==> src/rtl/instr_fetch_unit.sv <==
// PC register and one-entry instruction register feeding decode, with branch/jump/jr redirects.
// Optional FETCH_ALIGN_CHECK_EN: sticky fetch_fault on a jr target whose low two bits are nonzero.
//
// state | meaning
// EMPTY | IR holds nothing consumable (instr_valid = 0)
// FULL  | IR holds an instruction waiting for decode (instr_valid = 1)
module instr_fetch_unit #(
  parameter int          DATA_WIDTH = 32,
  parameter int          ADDR_WIDTH = 8,
  parameter logic [31:0] RESET_PC   = 32'h0040_0000
) (
  input  logic                  clk,
  input  logic                  reset,
  output logic [ADDR_WIDTH-1:0] rom_addr,
  input  logic [DATA_WIDTH-1:0] rom_q,
  input  logic                  fetch_en,
  output logic [DATA_WIDTH-1:0] instr,
  output logic [31:0]           instr_pc,
  output logic [31:0]           instr_pc4,
  output logic                  instr_valid,
  input  logic                  instr_ready,
  input  logic                  redirect,
  input  logic [1:0]            redirect_kind,
  input  logic [15:0]           br_imm,
  input  logic [25:0]           j_index,
  input  logic [31:0]           jr_target,
  output logic                  fetch_fault
);

  typedef enum logic {
    EMPTY = 1'b0,
    FULL  = 1'b1
  } state_t;

  localparam logic [1:0] KIND_BRANCH = 2'b00;
  localparam logic [1:0] KIND_JUMP   = 2'b01;
  localparam logic [1:0] KIND_JR     = 2'b10;
  localparam logic [1:0] KIND_NONE   = 2'b11;

  state_t                state_q, state_d;
  logic [31:0]           pc_q, pc_d;
  logic [31:0]           ipc_q, ipc_d;
  logic [DATA_WIDTH-1:0] ir_q, ir_d;

  logic        accept;
  logic        load;
  logic        take;
  logic [31:0] target;

  assign instr       = ir_q;
  assign instr_pc    = ipc_q;
  assign instr_pc4   = ipc_q + 32'd4;
  assign instr_valid = (state_q == FULL);
  assign rom_addr    = pc_q[ADDR_WIDTH+1:2];

  assign accept = instr_valid & instr_ready;
  assign load   = fetch_en & (~instr_valid | instr_ready);
  assign take   = accept & redirect & (redirect_kind != KIND_NONE);

  // Targets are always word aligned; jr silently drops its low two bits.
  always_comb begin
    target = jr_target & 32'hFFFF_FFFC;
    case (redirect_kind)
      KIND_BRANCH: target = instr_pc4 + {{14{br_imm[15]}}, br_imm, 2'b00};
      KIND_JUMP:   target = {instr_pc4[31:28], j_index, 2'b00};
      default:     target = jr_target & 32'hFFFF_FFFC;
    endcase
  end

  always_ff @(posedge clk or posedge reset) begin
    if (reset) begin
      state_q <= EMPTY;
      pc_q    <= RESET_PC;
      ipc_q   <= 32'd0;
      ir_q    <= '0;
    end else begin
      state_q <= state_d;
      pc_q    <= pc_d;
      ipc_q   <= ipc_d;
      ir_q    <= ir_d;
    end
  end

  // A taken redirect wins over a load so the sequential word is squashed.
  always_comb begin
    state_d = state_q;
    pc_d    = pc_q;
    ipc_d   = ipc_q;
    ir_d    = ir_q;
    if (take) begin
      pc_d    = target;
      state_d = EMPTY;
    end else if (load) begin
      ir_d    = rom_q;
      ipc_d   = pc_q;
      pc_d    = pc_q + 32'd4;
      state_d = FULL;
    end else if (accept) begin
      state_d = EMPTY;
    end
  end

`ifdef FETCH_ALIGN_CHECK_EN
  logic fault_q;
  logic fault_d;

  always_comb begin
    fault_d = fault_q;
    if (take && (redirect_kind == KIND_JR) && (jr_target[1:0] != 2'b00))
      fault_d = 1'b1;
  end

  always_ff @(posedge clk or posedge reset) begin
    if (reset) fault_q <= 1'b0;
    else       fault_q <= fault_d;
  end

  assign fetch_fault = fault_q;
`else
  assign fetch_fault = 1'b0;
`endif

endmodule

==> config.mk <==
export PLATFORM = sky130hd
export DESIGN_NAME = instr_fetch_unit
export DESIGN_NICKNAME = d
export VERILOG_FILES = /design/src/rtl/instr_fetch_unit.sv
export SDC_FILE = /design/constraint.sdc
export NUM_CORES = 1
export LEC_CHECK = 0
export CELL_PAD_IN_SITES_DETAIL_PLACEMENT = 0
export CELL_PAD_IN_SITES_GLOBAL_PLACEMENT = 1
export CORE_MARGIN = 2
export CORE_UTILIZATION = 39
export CTS_BUF_LIST = sky130_fd_sc_hd__clkbuf_8
export DETAILED_ROUTE_END_ITERATION = 6
export PLACE_DENSITY_LB_ADDON = 0.1
export SETUP_SLACK_MARGIN = 0.4
export SLEW_MARGIN = 40
export SYNTH_ARGS = -nofsm -noshare
export SYNTH_HDL_FRONTEND = slang
export SYNTH_SLANG_ARGS = --single-unit
==> constraint.sdc <==
create_clock -name clk -period 10.4 [get_ports clk]
set_clock_uncertainty 0.2 [all_clocks]
set_input_delay 1.04 -clock clk [delete_from_list [all_inputs] [get_ports clk]]
set_output_delay 1.04 -clock clk [all_outputs]
set_load 0.01 [all_outputs]
# ---- Word-level counts from Yosys, hierarchy flattened
# Index checks and enable logic that the tools add are counted.
dict set report totals {
  register_bits 97
  latchBits 0
  ram_bits 0
  mem_bits_ro 0
  inputBits 113
  out_inout_bits 106
  word_cells 26
  n_memories 0
}
dict set report classes {
  addsub 3
  multipliers 0
  div_mod_pow 0
  order_cmp 0
  n_eq_ne 2
  shifts 0
  n_mux 6
  bitwise 7
  reduce_logical 4
}
# op count
set op_table {}
lappend op_table {{$add 32x3->32 const B} 2}
lappend op_table {{$mux 32} 2}
lappend op_table {{$pmux 32 s2} 1}
lappend op_table {{$add 32x32->32} 1}
lappend op_table {{$and 1x1->1} 4}
lappend op_table {{$mux 1} 3}
lappend op_table {{$reduce_bool 3->1} 1}
lappend op_table {{$eq 2x1->1 const B} 1}
lappend op_table {{$logic_not 2->1} 1}
lappend op_table {{$ne 2x2->1 const B} 1}
lappend op_table {{$not 1->1} 2}
lappend op_table {{$reduce_and 2->1} 1}
lappend op_table {{$reduce_bool 2->1} 1}
lappend op_table {{$or 1x1->1} 1}

# ---- Depth between registers and ports, before layout
dict set report depth {
  ltp_word 5
  ltp_mapped 16
  mapped_depth_nobuf 15
}

# ---- Least setup slack after synthesis
# Ideal clock, no wire load.
dict set report synth_path {
  path_kind {register to register}
  from {register ipc_q[2] (netlist: instr_pc[2])}
  to {register pc_q[31]}
  t_arrival_ps 3581
  path_slack_ps 6528
  path_stages_with_launch 16
  path_buffers 0
  period_less_slack_ps 3872
  cell_sequence {dfrtp_1 -> ha_1 -> nand3_1 -> nor2_1 -> and2_0 -> nand2_1 -> xnor2_1 -> ha_1 -> a21o_1 -> a21o_1 -> o31ai_1 -> a31oi_2 -> a211o_1 -> a21o_1 -> and4_1 -> o31ai_2}
}
dict set report synth_via {
  elab_chain_cells 4
}
# item line
set synth_rtl {}
lappend synth_rtl {{start, declared} 42} ;# logic [31:0] ipc_q, ipc_d;
lappend synth_rtl {{start signal, assigned} 79} ;# ipc_q <= ipc_d;
lappend synth_rtl {{$add 32x3->32} 52} ;# assign instr_pc4 = ipc_q + 32'd4;
lappend synth_rtl {{named net instr_pc4[20]} 19} ;# output logic [31:0] instr_pc4,
lappend synth_rtl {{$add 32x32->32} 64} ;# KIND_BRANCH: target = instr_pc4 + {{14{br_imm[15]}}, br_imm, 2'b00};
lappend synth_rtl {{$pmux 32 s2} 63} ;# case (redirect_kind)
lappend synth_rtl {{$mux 32} 90} ;# if (take) begin
lappend synth_rtl {{end signal, assigned} 78} ;# pc_q <= pc_d;
lappend synth_rtl {{end, declared} 41} ;# logic [31:0] pc_q, pc_d;
# The timed path passes the listed nets, and every way through them passes these cells.
# A chain may end at the register's enable or synchronous reset.

# ---- Worst setup path in the final report
dict set report layout_path {
  from {register ipc_q[2] (netlist: instr_pc[2])}
  to {output instr_pc4[28]}
}
dict set report layout_via {
  elab_chain_cells 1
}
# item line
set layout_rtl {}
lappend layout_rtl {{$add 32x3->32} 52}
lappend layout_rtl {{end, declared} 19}
# Every way passes these cells.

==> out/qor.yml <==
status: "complete, no violations"
crit_required_ns: 9.16
grt.overflow.total: 0
drcViolationCount: 0
clock_power_share: 0.126
post-route-min-period_ns: 4.804
cts_resized: 0
gp_congestion: 0.8562
synth_top_area_frac: 0.3376
wl_met2_mm: 10.79
rsz0062_at_grt: "false"
cap_violations: 0
num-fill-cells: 1742
dr_wl_met3_mm: 1.554
power_uw: 2090
swShare: 0.4233
synth-seq-cells: 97
numCtsBuffers: 9
cts_tree: "built"
num_antenna_cells: 0
r2r_end: "pc_q[31]"
crit_path_end: "instr_pc4[28]"
yosysWarnings: 0
synthCells: 789
yosysSeqAreaShare: 0.3413
setup_ws_ns: 5.596
clk_pin_slew_ns: 0.10
synth_edf_count: 0
grt_use_total: 0.2361
p_switching_uw: 884.7
synthFlopType: "dfrtp_1"
layout.cells.non_filler: 1213
power.internal_uw: 1205
r2r_start: "instr_pc[2]"
die_h_um: 139.1
antenna_left: 0
grt_pass1_wl_mm: 36.55
yosysMostFrequentCell: "dfrtp_1"
critical_path_class: "reg2out"
p_leak_uw: 0.003870
drive_gt1_frac: 0.09858
startpoint_type: "flip-flop"
fmax_mhz: 208.1
synth_commonest_cells: "dfrtp_1 (96), nand2_1 (85), mux2_2 (60), nor2_1 (51), a21oi_1 (45)"
num_vias: 6800
crit_start: "instr_pc[2]"
syn2layout_area_growth_pct: 35.15
met1Wirelength_mm: 10.86
drt_wl_total_mm: 23.44
portBuffers: 215
setup_viol: 0
coreArea_um2: 17900
syn-cell-area_um2: 7116
drtPass1Iterations: 5
cp-end-kind: "output pin"
hpwl_mm: 17.85
io_pins: 219
grt_antenna_before_repair: 0
dp.cells: 1197
cts.sinks: 97
grt_max_degree: 71
placement_rows: 49
fin_nets: 1131
synth.distinct_cells: 73
holdCritPathClass: "reg2reg"
tightestPinTransition_ns: 0.8651
clk_latency_ns: 0.36
synth_area_per_cell_um2: 9.018
async_reset_ff_frac: 1.000
initial_core_util: 0.3975
ir_drop_uv: 102.4
cts_hold_buffers: 0
cts_buffer_depth: 2
yosysTopAreaCell: "dfrtp_1"
synth_top_cells_by_area: "dfrtp_1 (34%), mux2_2 (9.5%), ha_1 (6.7%)"
slew_headroom: 0.4179
crit_fanout: 7
wl_per_cell_um: 19.32
root_buffer: "clkbuf_8"
htreeDepth: 3
first_global_vias: 6579
die_area_um2: 19340
p_comb_frac: 0.575
setup_tns_ns: 0
mappedNetlistNets: 941
dieWidth_um: 139.1
r2r_setup_slack_ns: 5.70
viasPerCell: 5.606
slew_viol_final: 0
cts_setup_buffers: 0
powerDensity_nw_per_um2: 217.3
crit_arrival_ns: 3.56
hold_viol: 0
dr.first_iter.drc_count: 389
highest_layer: "met4"
fin_crit_sh: 0.4619
r2r_cells: 13
power_frac_seq: 0.299
dp_slack_ns: 5.738
## kinds of logic after synthesis
group           Yosys count  share of synthesized area
compound gates          202                     0.1897
xor+xnor                 66                    0.08124
fa+ha+maj                39                    0.06963
buf+inv                  63                    0.03921
flops                    97                     0.3413
mux                      63                    0.09917
other cells               1                  0.0005270
simple gates            258                     0.1792
## area by class of cell
cell class	instances	area, um2	area share
Clock buffer	10	137.6	0.01431
Timing Repair Buffer	222	2203	0.2291
Inverter	20	77.57	0.008067
Sequential cell	97	2429	0.2525
Clock inverter	6	72.57	0.007546
Multi-Input combinational cell	629	4410	0.4586
Tap cell	229	286.5	0.02979
## flip-flops by register name, summed over array words and instances, names as in the netlist
name and count:
pc_q 32, instr 32, instr_valid 1, instr_pc 32
## cells in the final DEF, fill, tap and decap left out, types with 9 or more instances in the layout
master / synthesis / layout
a21oi_1: 45 / 45
and3_1: 13 / 13
nor3_1: 13 / 13
and4_1: 9 / 9
nand4_1: 16 / 16
o21ai_0: 43 / 43
a31oi_1: 13 / 13
nand2_1: 85 / 84
inv_1: 19 / 18
dfrtp_1: 96 / 96
nor2_1: 51 / 51
a211oi_1: 11 / 11
xor2_1: 30 / 30
a21o_1: 18 / 18
nand3_1: 35 / 35
clkbuf_8: 0 / 10
ha_1: 38 / 38
xnor2_1: 36 / 36
clkdlybuf4s50_1: 0 / 214
mux2_2: 60 / 60
## critical path, stage by stage, from the launching register on
cell and delay (ns):
dfrtp_1 0.48, ha_1 0.26, nand3_1 0.26, nor2_1 0.47
and2_0 0.45, and4_1 0.27, xor2_1 0.38, clkdlybuf4s50_1 0.62
## worst min path at each step
stage	slack [ns]	cells after the start	end	startpoint
6_report	0.28	2	pc_q[0]	pc_q[0]
5_1_grt	0.33	2	pc_q[1]	pc_q[1]
4_1_cts	0.28	2	pc_q[0]	pc_q[0]
3_5_place_dp	0.26	2	pc_q[0]	pc_q[0]
3_3_place_gp	0.26	2	pc_q[1]	pc_q[1]
2_1_floorplan	0.23	2	pc_q[0]	pc_q[0]
## routing by layer
| metal | vias up | global-route usage |
|---|---|---|
| met3 | 17 | 0.03798 |
| met4 | 0 | 0.04625 |
| li1 | 3269 | - |
| met1 | 3296 | 0.3426 |
| met2 | 218 | 0.3752 |
| met5 | - | 0 |
## through the flow
step                      cell area (um2)  utilization  hold WS (ns)
after floorplan                      7116            -        0.2348
after global placement               9403       0.5252        0.2578
after detailed placement             9407       0.5254        0.2565
after CTS                            9617       0.5372        0.2801
after global routing                 9617       0.5372        0.3293
final                                9617       0.5372        0.2783
## power by group through the flow
stage | combinational [uW] | sequential [uW] | clock (uW)
4_1_cts | 1200 | 625 | 273
6_report | 1200 | 625 | 263
2_1_floorplan | 697 | 621 | 0
3_3_place_gp | 1200 | 628 | 0
5_1_grt | 1310 | 644 | 284
3_5_place_dp | 1190 | 633 | 0
Note: power is estimated with default switching activity, not from simulation.
